File: src/rtl/seg7_capture_if.sv
// Segment capture bus: the sampled segment input plus the valid/ready result port.
// The master modport is the capture block. The slave modport is the side that drives segments and consumes results.
interface seg7_capture_if;
  logic [6:0] iSEG;
  logic       iSEG_EN;
  logic [3:0] oDIG;
  logic       oERR;
  logic       oVALID;
  logic       iREADY;
  logic       oDROP;

  modport master (
    input  iSEG, iSEG_EN, iREADY,
    output oDIG, oERR, oVALID, oDROP
  );

  modport slave (
    output iSEG, iSEG_EN, iREADY,
    input  oDIG, oERR, oVALID, oDROP
  );
endinterface

File: src/rtl/seg7_capture.sv
// Qualifies an active-low 7-segment pattern as stable over STABLE_CYCLES enabled samples.
// Each new stable glyph is decoded to hex and offered once on a registered valid/ready slot.
module seg7_capture #(
  parameter int unsigned STABLE_CYCLES = 4
) (
  input  logic          iCLK,
  input  logic          iRST_N,
  seg7_capture_if.master bus
);

  localparam logic [7:0] STABLE   = 8'(STABLE_CYCLES);
  localparam logic [7:0] STABLEM1 = 8'(STABLE_CYCLES - 1);
  localparam logic [6:0] BLANK    = 7'b1111111;

  // Returns {illegal, digit}. An illegal pattern reports digit 0.
  function automatic logic [4:0] decodeGlyph(input logic [6:0] seg);
    logic [4:0] res;
    case (seg)
      7'b1000000: res = {1'b0, 4'h0};
      7'b1111001: res = {1'b0, 4'h1};
      7'b0100100: res = {1'b0, 4'h2};
      7'b0110000: res = {1'b0, 4'h3};
      7'b0011001: res = {1'b0, 4'h4};
      7'b0010010: res = {1'b0, 4'h5};
      7'b0000010: res = {1'b0, 4'h6};
      7'b1111000: res = {1'b0, 4'h7};
      7'b0000000: res = {1'b0, 4'h8};
      7'b0011000: res = {1'b0, 4'h9};
      7'b0001000: res = {1'b0, 4'hA};
      7'b0000011: res = {1'b0, 4'hB};
      7'b1000110: res = {1'b0, 4'hC};
      7'b0100001: res = {1'b0, 4'hD};
      7'b0000110: res = {1'b0, 4'hE};
      7'b0001110: res = {1'b0, 4'hF};
      default:    res = {1'b1, 4'h0};
    endcase
    return res;
  endfunction

  logic [6:0] cand;
  logic [7:0] cnt;
  logic [6:0] last;
  logic [3:0] digReg;
  logic       errReg;
  logic       validReg;
  logic       dropReg;

  logic       sampleSame;
  logic       qualify;
  logic       newResult;
  logic       slotFree;
  logic       load;
  logic       drop;
  logic [4:0] decoded;

  always_comb begin
    sampleSame = 1'b0;
    qualify    = 1'b0;
    newResult  = 1'b0;
    slotFree   = 1'b0;
    load       = 1'b0;
    drop       = 1'b0;
    decoded    = decodeGlyph(cand);

    sampleSame = bus.iSEG_EN && (bus.iSEG == cand);
    // Qualify fires only on the sample that completes the run, so a saturated count never re-fires.
    qualify    = sampleSame && (cnt == STABLEM1);
    newResult  = qualify && (cand != last) && (cand != BLANK);
    slotFree   = !validReg || bus.iREADY;
    load       = newResult && slotFree;
    drop       = newResult && !slotFree;
  end

  always_ff @(posedge iCLK) begin
    if (!iRST_N) begin
      cand <= BLANK;
      cnt  <= STABLE;
      last <= BLANK;
    end else begin
      if (bus.iSEG_EN) begin
        if (bus.iSEG != cand) begin
          cand <= bus.iSEG;
          cnt  <= 8'd1;
        end else if (cnt < STABLE) begin
          cnt <= cnt + 8'd1;
        end
      end
      if (qualify) begin
        last <= cand;
      end
    end
  end

  always_ff @(posedge iCLK) begin
    if (!iRST_N) begin
      digReg   <= '0;
      errReg   <= 1'b0;
      validReg <= 1'b0;
      dropReg  <= 1'b0;
    end else begin
      dropReg <= drop;
      if (load) begin
        digReg   <= decoded[3:0];
        errReg   <= decoded[4];
        validReg <= 1'b1;
      end else if (validReg && bus.iREADY) begin
        validReg <= 1'b0;
      end
    end
  end

  assign bus.oDIG   = digReg;
  assign bus.oERR   = errReg;
  assign bus.oVALID = validReg;
  assign bus.oDROP  = dropReg;

endmodule

File: src/flat_wrapper.sv
// flat-port wrapper written by rule: the top's interface ports become plain ports
module seg7_capture_flat 
#(
  parameter int unsigned STABLE_CYCLES = 4
)
  (iCLK, iRST_N, bus_iSEG, bus_iSEG_EN, bus_iREADY, bus_oDIG, bus_oERR, bus_oVALID, bus_oDROP);
  seg7_capture_if bus_i ();
  input  logic iCLK;
  input  logic iRST_N;
  input wire logic [$bits(bus_i.iSEG)-1:0] bus_iSEG;
  input wire logic [$bits(bus_i.iSEG_EN)-1:0] bus_iSEG_EN;
  input wire logic [$bits(bus_i.iREADY)-1:0] bus_iREADY;
  output wire logic [$bits(bus_i.oDIG)-1:0] bus_oDIG;
  output wire logic [$bits(bus_i.oERR)-1:0] bus_oERR;
  output wire logic [$bits(bus_i.oVALID)-1:0] bus_oVALID;
  output wire logic [$bits(bus_i.oDROP)-1:0] bus_oDROP;
  assign bus_i.iSEG = bus_iSEG;
  assign bus_i.iSEG_EN = bus_iSEG_EN;
  assign bus_i.iREADY = bus_iREADY;
  assign bus_oDIG = bus_i.oDIG;
  assign bus_oERR = bus_i.oERR;
  assign bus_oVALID = bus_i.oVALID;
  assign bus_oDROP = bus_i.oDROP;
  seg7_capture #(.STABLE_CYCLES(STABLE_CYCLES)) u_core (.iCLK(iCLK), .iRST_N(iRST_N), .bus(bus_i));
endmodule
File: config.mk
export PLATFORM = sky130hd
export DESIGN_NAME = seg7_capture_flat
export DESIGN_NICKNAME = d
export VERILOG_FILES = /design/src/rtl/seg7_capture_if.sv /design/src/rtl/seg7_capture.sv /design/src/flat_wrapper.sv
export SDC_FILE = /design/constraint.sdc
export NUM_CORES = 1
export LEC_CHECK = 0
export CORE_AREA = 4 4 74 76
export CTS_BUF_LIST = sky130_fd_sc_hd__clkbuf_4 sky130_fd_sc_hd__clkbuf_8
export DETAILED_ROUTE_END_ITERATION = 10
export DIE_AREA = 0 0 78 80
export HOLD_SLACK_MARGIN = 0.03
export PLACE_DENSITY_LB_ADDON = 0.15
export SYNTH_ARGS = -nofsm -noshare
export SYNTH_HDL_FRONTEND = slang
export SYNTH_SLANG_ARGS = --single-unit
export TNS_END_PERCENT = 5
File: constraint.sdc
create_clock -name iCLK -period 7 [get_ports iCLK]
set_input_delay 1.4 -clock iCLK [delete_from_list [all_inputs] [get_ports iCLK]]
set_output_delay 1.4 -clock iCLK [all_outputs]
set_load 0.02 [all_outputs]
==> reports/metrics.csv <==
metric,value,unit
status,"complete, no violations",
gr-total-overflow,0,
yosysTopAreaCell,dfxtp_1,
cts_resized,0,
synth_top_area_share,35.4,%
ant_nets,0,
setup_tns,0,ns
synth.avg_cell_area,8.42,um2
cts_max_level,2,
synth-compound-area-share,15.3,%
insertion_delay,0.28,ns
pwr_density_cell,191,nW/um2
fillerInstances,476,
synthAdderAreaFrac,0.762,%
path_max_fanout,12,
crit_chain,"clkdlybuf4s50_1, or4b_4, nor4_4, nand4_2, or4_1, o221a_1",
initial_core_util,34.8,%
yosys_warnings,0,
hpwl,2690,um
cp-start-kind,input pin,
antenna_found_initial,0,
cp-end-kind,flop,
cts_tree,yes,
wl_per_cell,14.2,um
numPortBuffers,17,
dieHeight,80,um
fin_ws,2.96,ns
grt_pass1_wl,6660,um
syn-cell-area,1640,um2
reg2reg_from,u_core.cand[4]$_SDFFE_PN1P_,
hold_violations,0,
tightest_slew,1.11,ns
grt_pass1_vias,1395,
setup_violations,0,
r2r_end,u_core.bus.oDIG[2]$_SDFFE_PN0P_,
hold_path_depth,2,
seq_area_frac_synth,35.4,%
syn_to_final_growth,16.2,%
core.rowCount,25,
post_cts_buffers,0,
ys_seq_elements,29,
die-area,6240,um2
synthMuxAreaShare,3.05,%
maxSlewHeadroom,25.5,%
n_antenna_cell,0,
post_drt_via_cell_ratio,5.29,
ys.flop_type,dfxtp_1,
slew_viol_final,0,
synth_top_family_by_area,simple AND/OR/NAND/NOR gates,
drc,0,
cts_hold_buf,0,
clock_sinks,29,
gp_congestion,0.776,
worst-path-buf-inv,1,
core_area,4720,um2
critical_path_required,7.15,ns
period_share,57.6,%
max_cap_violations,0,
grt_max_degree,34,
fmax,248,MHz
grt_usage,13.4,%
hold_path_class,reg2reg,
drt_iter0_drc,94,
period_needed,4.04,ns
syn_nets,207,
rsz0062_at_grt,no,
clk_pin_slew_worst_paths,0.06,ns
io_pins,18,
cts_buffers,5,
nets,212,
rrSetupSlack,4.25,ns
min_to,u_core.bus.oDIG[0]$_SDFFE_PN0P_,
r2r_cells,5,
cts_buffer_depth,2,
path_class,in2reg,
syn_inst,195,
final_common_cell,dfxtp_1,
root_buffer,clkbuf_8,
via_count,1413,
worstHoldStart,u_core.bus.oDIG[0]$_SDFFE_PN0P_,
synth_cell_types,47,
slowest_delay,0.72,ns
crit_slowest_cell,clkdlybuf4s50_1,
firstDrtPassIters,4,
final_cell_mix,"dfxtp_1, nand2_1, clkdlybuf4s50_1",
die_x,78,um
synth_edf_count,0,
synth-simple-area-share,31.8,%
drive_gt1_share,6.50,%
preCtsSetupSlack,2.67,ns
async_flop_share,0,%
synth_xor_area_share,8.00,%
p_leak,0.735,nW
synth_area_leaders,"dfxtp_1, xor2_1, nand2_1",
fin_skew,0.00693,ns
path_delay_family,simple AND/OR/NAND/NOR gates,
cp.arrival,4.19,ns
drt_wl_total,3780,um
irDropWorstVdd,90.1,uV
## worst max-delay path by stage
| stage | start | to | slack [ns] | depth (start not counted) |
|---|---|---|---|---|
| final | bus_iSEG_EN | u_core.bus.oDIG[2]$_SDFFE_PN0P_ | 2.96 | 6 |
| after global routing | bus_iSEG_EN | u_core.bus.oDIG[2]$_SDFFE_PN0P_ | 2.81 | 6 |
| after CTS | bus_iSEG_EN | u_core.bus.oDIG[2]$_SDFFE_PN0P_ | 2.93 | 6 |
| after detailed placement | bus_iSEG_EN | u_core.bus.oDIG[2]$_SDFFE_PN0P_ | 2.67 | 6 |
| after global placement | bus_iSEG_EN | u_core.bus.oDIG[2]$_SDFFE_PN0P_ | 2.78 | 6 |
| after floorplan | bus_iSEG_EN | u_core.bus.oDIG[2]$_SDFFE_PN0P_ | 3.74 | 6 |
## cell families (layout without fill, tap and decap cells)
family,after synthesis,after routing
AND/OR/NAND/NOR,87,87
AO/OA/AOI/OAI,35,35
flip-flops,29,29
buffers and inverters,23,28
XOR/XNOR,15,15
multiplexers,5,5
adder cells (fa/ha/maj),1,1
## metal layers
| layer | part of all wire (%) | routed length [um] | GRT usage [%] | vias up |
|---|---|---|---|---|
| met4 | 0.66 | 25 | 4.55 | 0 |
| met5 | 0 | 0 | 0 | - |
| met1 | 49 | 1850 | 17.2 | 670 |
| met2 | 46 | 1750 | 21.3 | 30 |
| met3 | 4.2 | 158 | 3.95 | 2 |
| li1 | - | - | - | 711 |
## sequential cells by signal, summed over array words and instances, names as in the netlist
name / flops
u_core.bus.oDIG: 4
u_core.bus.oDROP: 1
u_core.bus.oERR: 1
u_core.bus.oVALID: 1
u_core.cand: 7
u_core.cnt: 8
u_core.last: 7
## power breakdown
group	total (mW)	internal, mW	switching, mW
clock network	0.142	0.0817	0.0600
logic	0.0415	0.0196	0.0219
registers	0.182	0.169	0.0133
total	0.365	0.270	0.0952
## cell usage after synthesis, types with 2 or more instances
| cell | number |
|---|---|
| o21ai_1 | 4 |
| mux2i_1 | 5 |
| nor4_1 | 3 |
| or3_1 | 2 |
| nor3_1 | 7 |
| nand2_1 | 28 |
| nand3_1 | 9 |
| nor3b_1 | 2 |
| and3_1 | 6 |
| dfxtp_1 | 29 |
| and2_1 | 2 |
| and3b_1 | 2 |
| a21oi_1 | 5 |
| inv_1 | 4 |
| nand4_1 | 4 |
| xor2_1 | 15 |
| clkbuf_1 | 18 |
| a32oi_1 | 3 |
| nor4_4 | 2 |
| o21ai_0 | 3 |
| and4_1 | 2 |
| nor2b_1 | 5 |
| o2111ai_1 | 2 |
| o21a_1 | 2 |
| nor2_1 | 4 |
| o211ai_1 | 6 |
## worst min-delay path: cells and delay by family (launching register included)
kind               cells  cell delay (ns)
and+or+nand+nor        1             0.05
AOI/OAI and AO/OA      1             0.05
DFF                    1             0.31
## area by class of cell
type                            instances  area [um2]  area share (%)
Clock buffer                            7        90.1            4.72
Sequential cell                        29         581            30.4
Inverter                                4        15.0           0.787
Multi-Input combinational cell        143         967            50.7
Timing Repair Buffer                   17         170            8.92
Tap cell                               67        83.8            4.40
## stage by stage
stage          hold WS [ns]  std cells  cell area [um2]  total power [mW]  util [%]
3_3_place_gp          0.448        260             1820             0.226      38.5
5_1_grt               0.484        267             1910             0.384      40.4
4_1_cts               0.452        267             1910             0.369      40.4
2_1_floorplan         0.453        195             1640             0.214         -
3_5_place_dp          0.444        260             1820             0.227      38.5
6_report              0.450        267             1910             0.365      40.4
Power figures use the tool's default switching activity.
